<file path="src/rtl/otter_pipe_pkg.sv">
// Shared types for the Otter pipeline stage registers.
// Control word layout and the all-zero bubble constant.
package otter_pipe_pkg;

  typedef enum logic [2:0] {
    NO_BRANCH = 3'd0,
    BEQ       = 3'd1,
    BNE       = 3'd2,
    BLT       = 3'd3,
    BGE       = 3'd4,
    BLTU      = 3'd5,
    BGEU      = 3'd6
  } branch_t;

  typedef struct packed {
    logic [3:0] alu_fun;
    logic       srca_sel;
    logic [1:0] srcb_sel;
    logic [1:0] rf_sel;
    logic       reg_write;
    logic       mem_write;
    logic       mem_read2;
    branch_t    br_type;
  } id_ex_ctrl_t;

  localparam id_ex_ctrl_t CTRL_BUBBLE = '0;

endpackage

</file>
<file path="src/rtl/id_ex_pipe_reg_if.sv">
// ID-side inputs and EX-side outputs of the ID/EX register.
// master = decoder/front end, slave = the pipeline register.
interface id_ex_pipe_reg_if #(
  parameter int XLEN = 32
);
  logic            ID_VALID;
  logic [XLEN-1:0] ID_PC;
  logic [4:0]      ID_RS1_ADDR;
  logic [4:0]      ID_RS2_ADDR;
  logic [4:0]      ID_RD_ADDR;
  logic [XLEN-1:0] ID_RS1_DATA;
  logic [XLEN-1:0] ID_RS2_DATA;
  logic [XLEN-1:0] ID_IMM;
  logic [3:0]      ID_ALU_FUN;
  logic            ID_SRCA_SEL;
  logic [1:0]      ID_SRCB_SEL;
  logic [1:0]      ID_RF_SEL;
  logic            ID_REG_WRITE;
  logic            ID_MEM_WRITE;
  logic            ID_MEM_READ2;
  logic [2:0]      ID_BR_TYPE;

  logic            EX_VALID;
  logic [XLEN-1:0] EX_PC;
  logic [4:0]      EX_RS1_ADDR;
  logic [4:0]      EX_RS2_ADDR;
  logic [4:0]      EX_RD_ADDR;
  logic [XLEN-1:0] EX_RS1_DATA;
  logic [XLEN-1:0] EX_RS2_DATA;
  logic [XLEN-1:0] EX_IMM;
  logic [3:0]      EX_ALU_FUN;
  logic            EX_SRCA_SEL;
  logic [1:0]      EX_SRCB_SEL;
  logic [1:0]      EX_RF_SEL;
  logic            EX_REG_WRITE;
  logic            EX_MEM_WRITE;
  logic            EX_MEM_READ2;
  logic [2:0]      EX_BR_TYPE;

  modport master (
    output ID_VALID, ID_PC,
    output ID_RS1_ADDR, ID_RS2_ADDR, ID_RD_ADDR,
    output ID_RS1_DATA, ID_RS2_DATA, ID_IMM,
    output ID_ALU_FUN, ID_SRCA_SEL, ID_SRCB_SEL,
    output ID_RF_SEL, ID_REG_WRITE, ID_MEM_WRITE,
    output ID_MEM_READ2, ID_BR_TYPE,
    input  EX_VALID, EX_PC,
    input  EX_RS1_ADDR, EX_RS2_ADDR, EX_RD_ADDR,
    input  EX_RS1_DATA, EX_RS2_DATA, EX_IMM,
    input  EX_ALU_FUN, EX_SRCA_SEL, EX_SRCB_SEL,
    input  EX_RF_SEL, EX_REG_WRITE, EX_MEM_WRITE,
    input  EX_MEM_READ2, EX_BR_TYPE
  );

  modport slave (
    input  ID_VALID, ID_PC,
    input  ID_RS1_ADDR, ID_RS2_ADDR, ID_RD_ADDR,
    input  ID_RS1_DATA, ID_RS2_DATA, ID_IMM,
    input  ID_ALU_FUN, ID_SRCA_SEL, ID_SRCB_SEL,
    input  ID_RF_SEL, ID_REG_WRITE, ID_MEM_WRITE,
    input  ID_MEM_READ2, ID_BR_TYPE,
    output EX_VALID, EX_PC,
    output EX_RS1_ADDR, EX_RS2_ADDR, EX_RD_ADDR,
    output EX_RS1_DATA, EX_RS2_DATA, EX_IMM,
    output EX_ALU_FUN, EX_SRCA_SEL, EX_SRCB_SEL,
    output EX_RF_SEL, EX_REG_WRITE, EX_MEM_WRITE,
    output EX_MEM_READ2, EX_BR_TYPE
  );
endinterface

</file>
<file path="src/rtl/id_ex_pipe_reg_hazard_detect.sv">
// Load-use hazard: a valid load in EX writes a register ID reads.
// rs2 is always compared, even for instructions that ignore it.
module hazard_detect (
  input  logic [4:0] id_rs1_addr_i,
  input  logic [4:0] id_rs2_addr_i,
  input  logic       ex_valid_i,
  input  logic       ex_mem_read2_i,
  input  logic [4:0] ex_rd_addr_i,
  output logic       hazard_o
);

  logic rd_nz;
  logic match;

  assign rd_nz = |ex_rd_addr_i;
  assign match = (ex_rd_addr_i == id_rs1_addr_i) |
                 (ex_rd_addr_i == id_rs2_addr_i);

  assign hazard_o = ex_valid_i & ex_mem_read2_i &
                    rd_nz & match;

endmodule

</file>
<file path="src/rtl/id_ex_pipe_reg.sv">
// ID/EX pipeline register with load-use bubble insertion.
// OTTER_PERF_CNT_EN adds stall and flush cycle counters.
module id_ex_pipe_reg
  import otter_pipe_pkg::*;
#(
  parameter int XLEN = 32
) (
  input  logic CLK,
  input  logic RST_N,
  id_ex_pipe_reg_if.slave bus,
  input  logic EX_HOLD,
  input  logic EX_FLUSH,
  output logic STALL_IFID
`ifdef OTTER_PERF_CNT_EN
  ,
  output logic [31:0] STALL_CNT,
  output logic [31:0] FLUSH_CNT
`endif
);

  typedef struct packed {
    logic            valid;
    logic [XLEN-1:0] pc;
    logic [4:0]      rs1_addr;
    logic [4:0]      rs2_addr;
    logic [4:0]      rd_addr;
    logic [XLEN-1:0] rs1_data;
    logic [XLEN-1:0] rs2_data;
    logic [XLEN-1:0] imm;
    id_ex_ctrl_t     ctrl;
  } ex_t;

  localparam ex_t EX_BUBBLE = '0;

  ex_t  id_w;
  ex_t  ex_d;
  ex_t  ex_q;
  logic hz_raw;
  logic hazard;
  logic do_flush;
  logic do_hold;
  logic do_bub;

  always_comb begin
    id_w = EX_BUBBLE;
    id_w.valid          = 1'b1;
    id_w.pc             = bus.ID_PC;
    id_w.rs1_addr       = bus.ID_RS1_ADDR;
    id_w.rs2_addr       = bus.ID_RS2_ADDR;
    id_w.rd_addr        = bus.ID_RD_ADDR;
    id_w.rs1_data       = bus.ID_RS1_DATA;
    id_w.rs2_data       = bus.ID_RS2_DATA;
    id_w.imm            = bus.ID_IMM;
    id_w.ctrl.alu_fun   = bus.ID_ALU_FUN;
    id_w.ctrl.srca_sel  = bus.ID_SRCA_SEL;
    id_w.ctrl.srcb_sel  = bus.ID_SRCB_SEL;
    id_w.ctrl.rf_sel    = bus.ID_RF_SEL;
    id_w.ctrl.reg_write = bus.ID_REG_WRITE;
    id_w.ctrl.mem_write = bus.ID_MEM_WRITE;
    id_w.ctrl.mem_read2 = bus.ID_MEM_READ2;
    id_w.ctrl.br_type   = branch_t'(bus.ID_BR_TYPE);
  end

  hazard_detect u_hazard (
    .id_rs1_addr_i  (bus.ID_RS1_ADDR),
    .id_rs2_addr_i  (bus.ID_RS2_ADDR),
    .ex_valid_i     (ex_q.valid),
    .ex_mem_read2_i (ex_q.ctrl.mem_read2),
    .ex_rd_addr_i   (ex_q.rd_addr),
    .hazard_o       (hz_raw)
  );

  assign hazard = bus.ID_VALID & hz_raw;

  // priority flush > hold > hazard, made one-hot for the case
  assign do_flush = EX_FLUSH;
  assign do_hold  = EX_HOLD & ~EX_FLUSH;
  assign do_bub   = hazard & ~EX_FLUSH & ~EX_HOLD;

  assign STALL_IFID = do_hold | do_bub;

  always_comb begin
    ex_d = ex_q;
    unique case (1'b1)
      do_flush: ex_d = EX_BUBBLE;
      do_hold:  ex_d = ex_q;
      do_bub:   ex_d = EX_BUBBLE;
      default:  ex_d = bus.ID_VALID ? id_w : EX_BUBBLE;
    endcase
  end

  always_ff @(posedge CLK or negedge RST_N) begin
    if (!RST_N) ex_q <= EX_BUBBLE;
    else        ex_q <= ex_d;
  end

  assign bus.EX_VALID     = ex_q.valid;
  assign bus.EX_PC        = ex_q.pc;
  assign bus.EX_RS1_ADDR  = ex_q.rs1_addr;
  assign bus.EX_RS2_ADDR  = ex_q.rs2_addr;
  assign bus.EX_RD_ADDR   = ex_q.rd_addr;
  assign bus.EX_RS1_DATA  = ex_q.rs1_data;
  assign bus.EX_RS2_DATA  = ex_q.rs2_data;
  assign bus.EX_IMM       = ex_q.imm;
  assign bus.EX_ALU_FUN   = ex_q.ctrl.alu_fun;
  assign bus.EX_SRCA_SEL  = ex_q.ctrl.srca_sel;
  assign bus.EX_SRCB_SEL  = ex_q.ctrl.srcb_sel;
  assign bus.EX_RF_SEL    = ex_q.ctrl.rf_sel;
  assign bus.EX_REG_WRITE = ex_q.ctrl.reg_write;
  assign bus.EX_MEM_WRITE = ex_q.ctrl.mem_write;
  assign bus.EX_MEM_READ2 = ex_q.ctrl.mem_read2;
  assign bus.EX_BR_TYPE   = ex_q.ctrl.br_type;

`ifdef OTTER_PERF_CNT_EN
  logic [31:0] stall_cnt_d;
  logic [31:0] stall_cnt_q;
  logic [31:0] flush_cnt_d;
  logic [31:0] flush_cnt_q;

  assign stall_cnt_d = stall_cnt_q + {31'd0, STALL_IFID};
  assign flush_cnt_d = flush_cnt_q + {31'd0, EX_FLUSH};

  always_ff @(posedge CLK or negedge RST_N) begin
    if (!RST_N) begin
      stall_cnt_q <= '0;
      flush_cnt_q <= '0;
    end else begin
      stall_cnt_q <= stall_cnt_d;
      flush_cnt_q <= flush_cnt_d;
    end
  end

  assign STALL_CNT = stall_cnt_q;
  assign FLUSH_CNT = flush_cnt_q;
`endif

endmodule
</file>
<file path="src/flat_wrapper.sv">
// flat-port wrapper written by rule: the top's interface ports become plain ports
module id_ex_pipe_reg_flat import otter_pipe_pkg::*;
#(
  parameter int XLEN = 32
)
  (CLK, RST_N, EX_HOLD, EX_FLUSH, STALL_IFID, bus_ID_VALID, bus_ID_PC, bus_ID_RS1_ADDR, bus_ID_RS2_ADDR, bus_ID_RD_ADDR, bus_ID_RS1_DATA, bus_ID_RS2_DATA, bus_ID_IMM, bus_ID_ALU_FUN, bus_ID_SRCA_SEL, bus_ID_SRCB_SEL, bus_ID_RF_SEL, bus_ID_REG_WRITE, bus_ID_MEM_WRITE, bus_ID_MEM_READ2, bus_ID_BR_TYPE, bus_EX_VALID, bus_EX_PC, bus_EX_RS1_ADDR, bus_EX_RS2_ADDR, bus_EX_RD_ADDR, bus_EX_RS1_DATA, bus_EX_RS2_DATA, bus_EX_IMM, bus_EX_ALU_FUN, bus_EX_SRCA_SEL, bus_EX_SRCB_SEL, bus_EX_RF_SEL, bus_EX_REG_WRITE, bus_EX_MEM_WRITE, bus_EX_MEM_READ2, bus_EX_BR_TYPE);
  id_ex_pipe_reg_if #(.XLEN(XLEN)) bus_i ();
  input  logic CLK;
  input  logic RST_N;
  input  logic EX_HOLD;
  input  logic EX_FLUSH;
  output logic STALL_IFID;
  input wire logic [$bits(bus_i.ID_VALID)-1:0] bus_ID_VALID;
  input wire logic [$bits(bus_i.ID_PC)-1:0] bus_ID_PC;
  input wire logic [$bits(bus_i.ID_RS1_ADDR)-1:0] bus_ID_RS1_ADDR;
  input wire logic [$bits(bus_i.ID_RS2_ADDR)-1:0] bus_ID_RS2_ADDR;
  input wire logic [$bits(bus_i.ID_RD_ADDR)-1:0] bus_ID_RD_ADDR;
  input wire logic [$bits(bus_i.ID_RS1_DATA)-1:0] bus_ID_RS1_DATA;
  input wire logic [$bits(bus_i.ID_RS2_DATA)-1:0] bus_ID_RS2_DATA;
  input wire logic [$bits(bus_i.ID_IMM)-1:0] bus_ID_IMM;
  input wire logic [$bits(bus_i.ID_ALU_FUN)-1:0] bus_ID_ALU_FUN;
  input wire logic [$bits(bus_i.ID_SRCA_SEL)-1:0] bus_ID_SRCA_SEL;
  input wire logic [$bits(bus_i.ID_SRCB_SEL)-1:0] bus_ID_SRCB_SEL;
  input wire logic [$bits(bus_i.ID_RF_SEL)-1:0] bus_ID_RF_SEL;
  input wire logic [$bits(bus_i.ID_REG_WRITE)-1:0] bus_ID_REG_WRITE;
  input wire logic [$bits(bus_i.ID_MEM_WRITE)-1:0] bus_ID_MEM_WRITE;
  input wire logic [$bits(bus_i.ID_MEM_READ2)-1:0] bus_ID_MEM_READ2;
  input wire logic [$bits(bus_i.ID_BR_TYPE)-1:0] bus_ID_BR_TYPE;
  output wire logic [$bits(bus_i.EX_VALID)-1:0] bus_EX_VALID;
  output wire logic [$bits(bus_i.EX_PC)-1:0] bus_EX_PC;
  output wire logic [$bits(bus_i.EX_RS1_ADDR)-1:0] bus_EX_RS1_ADDR;
  output wire logic [$bits(bus_i.EX_RS2_ADDR)-1:0] bus_EX_RS2_ADDR;
  output wire logic [$bits(bus_i.EX_RD_ADDR)-1:0] bus_EX_RD_ADDR;
  output wire logic [$bits(bus_i.EX_RS1_DATA)-1:0] bus_EX_RS1_DATA;
  output wire logic [$bits(bus_i.EX_RS2_DATA)-1:0] bus_EX_RS2_DATA;
  output wire logic [$bits(bus_i.EX_IMM)-1:0] bus_EX_IMM;
  output wire logic [$bits(bus_i.EX_ALU_FUN)-1:0] bus_EX_ALU_FUN;
  output wire logic [$bits(bus_i.EX_SRCA_SEL)-1:0] bus_EX_SRCA_SEL;
  output wire logic [$bits(bus_i.EX_SRCB_SEL)-1:0] bus_EX_SRCB_SEL;
  output wire logic [$bits(bus_i.EX_RF_SEL)-1:0] bus_EX_RF_SEL;
  output wire logic [$bits(bus_i.EX_REG_WRITE)-1:0] bus_EX_REG_WRITE;
  output wire logic [$bits(bus_i.EX_MEM_WRITE)-1:0] bus_EX_MEM_WRITE;
  output wire logic [$bits(bus_i.EX_MEM_READ2)-1:0] bus_EX_MEM_READ2;
  output wire logic [$bits(bus_i.EX_BR_TYPE)-1:0] bus_EX_BR_TYPE;
  assign bus_i.ID_VALID = bus_ID_VALID;
  assign bus_i.ID_PC = bus_ID_PC;
  assign bus_i.ID_RS1_ADDR = bus_ID_RS1_ADDR;
  assign bus_i.ID_RS2_ADDR = bus_ID_RS2_ADDR;
  assign bus_i.ID_RD_ADDR = bus_ID_RD_ADDR;
  assign bus_i.ID_RS1_DATA = bus_ID_RS1_DATA;
  assign bus_i.ID_RS2_DATA = bus_ID_RS2_DATA;
  assign bus_i.ID_IMM = bus_ID_IMM;
  assign bus_i.ID_ALU_FUN = bus_ID_ALU_FUN;
  assign bus_i.ID_SRCA_SEL = bus_ID_SRCA_SEL;
  assign bus_i.ID_SRCB_SEL = bus_ID_SRCB_SEL;
  assign bus_i.ID_RF_SEL = bus_ID_RF_SEL;
  assign bus_i.ID_REG_WRITE = bus_ID_REG_WRITE;
  assign bus_i.ID_MEM_WRITE = bus_ID_MEM_WRITE;
  assign bus_i.ID_MEM_READ2 = bus_ID_MEM_READ2;
  assign bus_i.ID_BR_TYPE = bus_ID_BR_TYPE;
  assign bus_EX_VALID = bus_i.EX_VALID;
  assign bus_EX_PC = bus_i.EX_PC;
  assign bus_EX_RS1_ADDR = bus_i.EX_RS1_ADDR;
  assign bus_EX_RS2_ADDR = bus_i.EX_RS2_ADDR;
  assign bus_EX_RD_ADDR = bus_i.EX_RD_ADDR;
  assign bus_EX_RS1_DATA = bus_i.EX_RS1_DATA;
  assign bus_EX_RS2_DATA = bus_i.EX_RS2_DATA;
  assign bus_EX_IMM = bus_i.EX_IMM;
  assign bus_EX_ALU_FUN = bus_i.EX_ALU_FUN;
  assign bus_EX_SRCA_SEL = bus_i.EX_SRCA_SEL;
  assign bus_EX_SRCB_SEL = bus_i.EX_SRCB_SEL;
  assign bus_EX_RF_SEL = bus_i.EX_RF_SEL;
  assign bus_EX_REG_WRITE = bus_i.EX_REG_WRITE;
  assign bus_EX_MEM_WRITE = bus_i.EX_MEM_WRITE;
  assign bus_EX_MEM_READ2 = bus_i.EX_MEM_READ2;
  assign bus_EX_BR_TYPE = bus_i.EX_BR_TYPE;
  id_ex_pipe_reg #(.XLEN(XLEN)) u_core (.CLK(CLK), .RST_N(RST_N), .bus(bus_i), .EX_HOLD(EX_HOLD), .EX_FLUSH(EX_FLUSH), .STALL_IFID(STALL_IFID));
endmodule
</file>
<file path="config.mk">
export PLATFORM = sky130hd
export DESIGN_NAME = id_ex_pipe_reg_flat
export DESIGN_NICKNAME = d
export VERILOG_FILES = /design/src/rtl/otter_pipe_pkg.sv /design/src/rtl/id_ex_pipe_reg_if.sv /design/src/rtl/id_ex_pipe_reg_hazard_detect.sv /design/src/rtl/id_ex_pipe_reg.sv /design/src/flat_wrapper.sv
export SDC_FILE = /design/constraint.sdc
export NUM_CORES = 1
export LEC_CHECK = 0
export CAP_MARGIN = 20
export CORE_ASPECT_RATIO = 2
export CORE_MARGIN = 2
export CORE_UTILIZATION = 46
export DETAILED_ROUTE_END_ITERATION = 8
export PLACE_DENSITY = 0.87
export SLEW_MARGIN = 10
export SYNTH_ARGS = -nofsm -noshare
export SYNTH_HDL_FRONTEND = slang
export SYNTH_SLANG_ARGS = --single-unit
</file>
<file path="constraint.sdc">
create_clock -name CLK -period 5.02 [get_ports CLK]
set_input_delay 1.004 -clock CLK [delete_from_list [all_inputs] [get_ports CLK]]
set_output_delay 1.004 -clock CLK [all_outputs]
set_load 0.05 [all_outputs]
</file>
# Word level (Yosys, flattened, before mapping)
# Index checks and enable logic that the tools add are counted.
op_classes:
  bitwise: 11
  n_reduce_logical: 2
  muxes: 2
  n_eq_ne: 2
op_table:
  columns: ["operator", "n"]
  rows:
  - ["one-hot mux 159 bit (2 select lines)", 1]
  - ["2-to-1 mux 159 bit", 1]
  - ["equality test 5 bit", 2]
  - ["AND 1 bit", 7]
  - ["OR reduction 5 bit", 1]
  - ["NOT 1 bit", 2]
  - ["bitwise OR 1 bit", 2]
  - ["OR reduction 2 bit", 1]
totals:
  out_inout_bits: 160
  elab_cells: 33
  input_bits: 163
  regBits: 159

# Logic depth before layout (Yosys ltp)
logic_depth:
  ltp_word: 8
  mapped_depth: 6
  mapped_depth_nobuf: 4

# Modules after synthesis
# A second synthesis with hierarchy kept.
hier_totals:
  hier_cells: 742
  area_unflattened_um2: 7691.1
modules_own_cells:
  columns: ["mod", "instances", "cells_per_inst", "area_each_um2"]
  rows:
  - ["id_ex_pipe_reg", 1, 725, 7558.5]
  - ["hazard_detect", 1, 17, 132.6]

# Worst setup path after synthesis
# Ideal clock, no wire load.
synth_path:
  path_type: "input to output"
  start: "input bus_ID_RS1_ADDR[4]"
  end: "output STALL_IFID"
  stages: 6
  t_arrival_ps: 2354
  slack_ps: 1662
  n_path_buf: 2
  cell_sequence: "xnor2_1 > nand3_1 > o22ai_1 > buf_2 > buf_2 > a21o_1"
synth_via:
  elab_chain_len: 7
synth_lines:
  columns: ["element", "line", "rtl"]
  rows:
  - ["start, declared", "flat_wrapper.sv:15", "input wire logic [$bits(bus_i.ID_RS1_ADDR)-1:0] bus_ID_RS1_ADDR;"]
  - ["equality test 5 bit", "id_ex_pipe_reg_hazard_detect.sv:16", "assign match = (ex_rd_addr_i == id_rs1_addr_i) |"]
  - ["bitwise OR 1 bit", "id_ex_pipe_reg_hazard_detect.sv:16", null]
  - ["AND 1 bit", "id_ex_pipe_reg_hazard_detect.sv:20", "rd_nz & match;"]
  - ["AND 1 bit", "id_ex_pipe_reg.sv:73", "assign hazard = bus.ID_VALID & hz_raw;"]
  - ["AND 1 bit (2 in a row)", "id_ex_pipe_reg.sv:78", "assign do_bub = hazard & ~EX_FLUSH & ~EX_HOLD;"]
  - ["bitwise OR 1 bit", "id_ex_pipe_reg.sv:80", "assign STALL_IFID = do_hold | do_bub;"]
  - ["end, declared", "flat_wrapper.sv:12", "output logic STALL_IFID;"]
# No other way between the ends.

# Final worst setup path
layout_path:
  start: "input EX_FLUSH"
  end: "output STALL_IFID"
layout_via:
  elab_chain_len: 4
layout_lines:
  columns: ["element", "line", "rtl"]
  rows:
  - ["start, declared", "flat_wrapper.sv:11", "input logic EX_FLUSH;"]
  - ["NOT 1 bit *", "id_ex_pipe_reg.sv:77, id_ex_pipe_reg.sv:78", null]
  - ["AND 1 bit (2 in a row)", "id_ex_pipe_reg.sv:78", null]
  - ["bitwise OR 1 bit *", "id_ex_pipe_reg.sv:80", null]
# Mark *: on every way between the ends. The rest lies on a longest branch, timed or not.

==> metrics <==
maximum clock frequency about 290 MHz; Final Hold Viols 0; Worst Setup Start Kind primary input; GPL Wtd Cong around 0.84; leading area contributor after synthesis dfrtp_1; r2r setup slk ~1.7 ns; VDD IR max 0.252 mV; final period utilization between 60% and 70%; clk slew on worst S/H paths 0.06 ns; initial antenna violation count 2; maxcap violations 0; full die area roughly 0.017 mm^2; DP Cell Count approximately 1200; DR vias ~7400; clock tree sinks 159; DRT antenna net count 0; clock buffer count from CTS 17; final setup TNS 0 ns; Gate Count Post-Synth roughly 740; CTS tree yes; global-route wire length before repair 38.2 mm; 1st-iter DRT viols 505; largest net degree at the start of global routing 216; area taken by multi-input logic gates about 0.0030 mm^2; Worst-Margin Slew between 1 and 1.5 ns; vias in the first global route 7117; clock latency on the worst-skew pair roughly 0.43 ns; Synth Register Bits 159; fill cell count about 1200; Detailed Place HPWL roughly 16 mm; Power Dens Cells 329 mW/mm^2; fraction of layout cells with a size suffix above 1 around 4.2%; IO Port Bufs between 300 and 400; Clock Skew between 0.01 and 0.015 ns; 1st-pass router iterations 5; CP required about 4 ns; relative slew slack a little over a quarter; hold path depth 2; vias per cell around 6.1; DRC 0; synthesis-to-layout area growth 52.1%; CP Max Fanout 3; R2R depth 6; Slew Viols, Final 0; Die Wd 93.1 um; nets about 1200; postcts setup bufs 0; Setup violations, final 0; die extent in y ~180 um; # hold bufs at CTS 0; P_leak roughly 0.0043 uW; total power roughly 3700 uW; Cell Area, Synth roughly 0.0073 mm^2; CP Class primary input to output pin; Reg area a little under 0.004 mm^2; core area 0.0157 mm^2; ranking of synthesized cells by area dfrtp_1 54%, a32oi_1 19%, nand2_1 8.2%; min cycle time layout roughly 3.5 ns; Non-Filler Instances 1220; hold_ws a little under 0.5 ns; WP data arrival ~2.5 ns; Starting Density between 40% and 50%; Routed WL roughly 25 mm; status finished, final reports clean; Clock Tree Root clkbuf_16; Clock Tree Buf Depth 2; GRT Total Usage around 29%; worst hold path class flop to flop; Syn Nets between 900 and 1000; distinct cell type count after synthesis 20; # IOs 323; register area share after synthesis 54.5%; most frequent cells in the layout 320 x clkdlybuf4s50_1, 160 x nand2_1, 159 x dfrtp_1, 158 x a32oi_1, 109 x o21ai_1; CTS HTree Levels 4; CTS resizes 0; Setup crit end kind output pin; row count between 60 and 70; Yosys top cell area share roughly 54%; drt wl/cell 20.3 um; most common cell after layout, fill and taps aside clkdlybuf4s50_1; Avg Inst Size Synth between 9 and 10 um^2; RSZ-0062 raised after global routing no; Remaining Overflow, GRT 0; Ys Warns 0
[cells by family (layout without fill, tap and decap cells)]
logic type	after synthesis	after routing	share of synthesized area [%]
simple gates	167	167	8.82
buf+inv	87	360	5.19
compound gates	321	321	30.3
flops	159	159	54.5
other cells	0	2	0
xor+xnor	10	10	1.20
[area by class of cell]
type                       count  share of cell area (%)
sequential                   159                    35.8
timing repair buffer         330                    29.9
multi-input combinational    498                    26.8
clock buffer                  21                    4.15
tap                          201                    2.26
clock inverter                 9                    1.01
antenna                        2                  0.0451
[flip-flops by register name, summed over array words and instances, names as in the netlist, 2 cells and up]
name                    count
u_core.bus.EX_PC           32
u_core.bus.EX_SRCB_SEL      2
u_core.bus.EX_BR_TYPE       3
u_core.bus.EX_RS2_DATA     32
u_core.bus.EX_ALU_FUN       4
u_core.bus.EX_RD_ADDR       5
u_core.bus.EX_IMM          32
u_core.bus.EX_RS1_DATA     32
u_core.bus.EX_RF_SEL        2
u_core.bus.EX_RS2_ADDR      5
u_core.bus.EX_RS1_ADDR      5
[per-stage QoR]
stage                     utilization, %  instance area (um^2)  setup WS [ns]
final                               70.8                 11100           1.54
after floorplan                        -                  7300           1.66
after global routing                70.8                 11100           1.48
after global placement              67.1                 10500           1.51
after detailed placement            67.1                 10500           1.55
after CTS                           70.7                 11100           1.54
[power by group]
part	switching (uW)	leakage (uW)	total, uW	internal [uW]
combinational	597	0.00186	937	341
clock	529	0.000267	1280	753
sequential	61.3	0.00212	1440	1370
total	1190	0.00425	3660	2470
[cell usage after synthesis, drive strengths merged]
master and instances:
a32oi 158, buf 22, clkbuf 65, nand3 2
a21o 1, nand2 160, a22oi 1, or3b 1
nor2b 1, xnor2 10, o22ai 1, nor3b 1
dfrtp 159, or4 1, o211ai 1, nor2 1
o21ai 159
[worst paths after layout]
path	startpoint	endpoint
min in group asynchronous	RST_N	u_core.bus.EX_SRCB_SEL[1]
setup reg to reg	u_core.bus.EX_RD_ADDR[3]	u_core.bus.EX_RS2_ADDR[0]
hold / removal	u_core.bus.EX_PC[7]	u_core.bus.EX_PC[7]
hold reg to reg	u_core.bus.EX_PC[7]	u_core.bus.EX_PC[7]
setup / recovery	EX_FLUSH	STALL_IFID
max in group asynchronous	RST_N	u_core.bus.EX_RS2_DATA[30]
[worst max-delay path, stage by stage]
cell and delay, ns:
clkdlybuf4s50_1 0.48, or3b_2 0.49, nor2_1 0.13, a21o_1 0.16, buf_4 0.21
[metal layers]
layer	global-route usage, %	vias up	part of all wire [%]
li1	-	3366	-
met1	33.8	3644	36
met2	47.9	350	52
met3	6.81	66	6.7
met4	15.8	0	4.7
met5	0	-	0
Power figures use the tool's default switching activity.
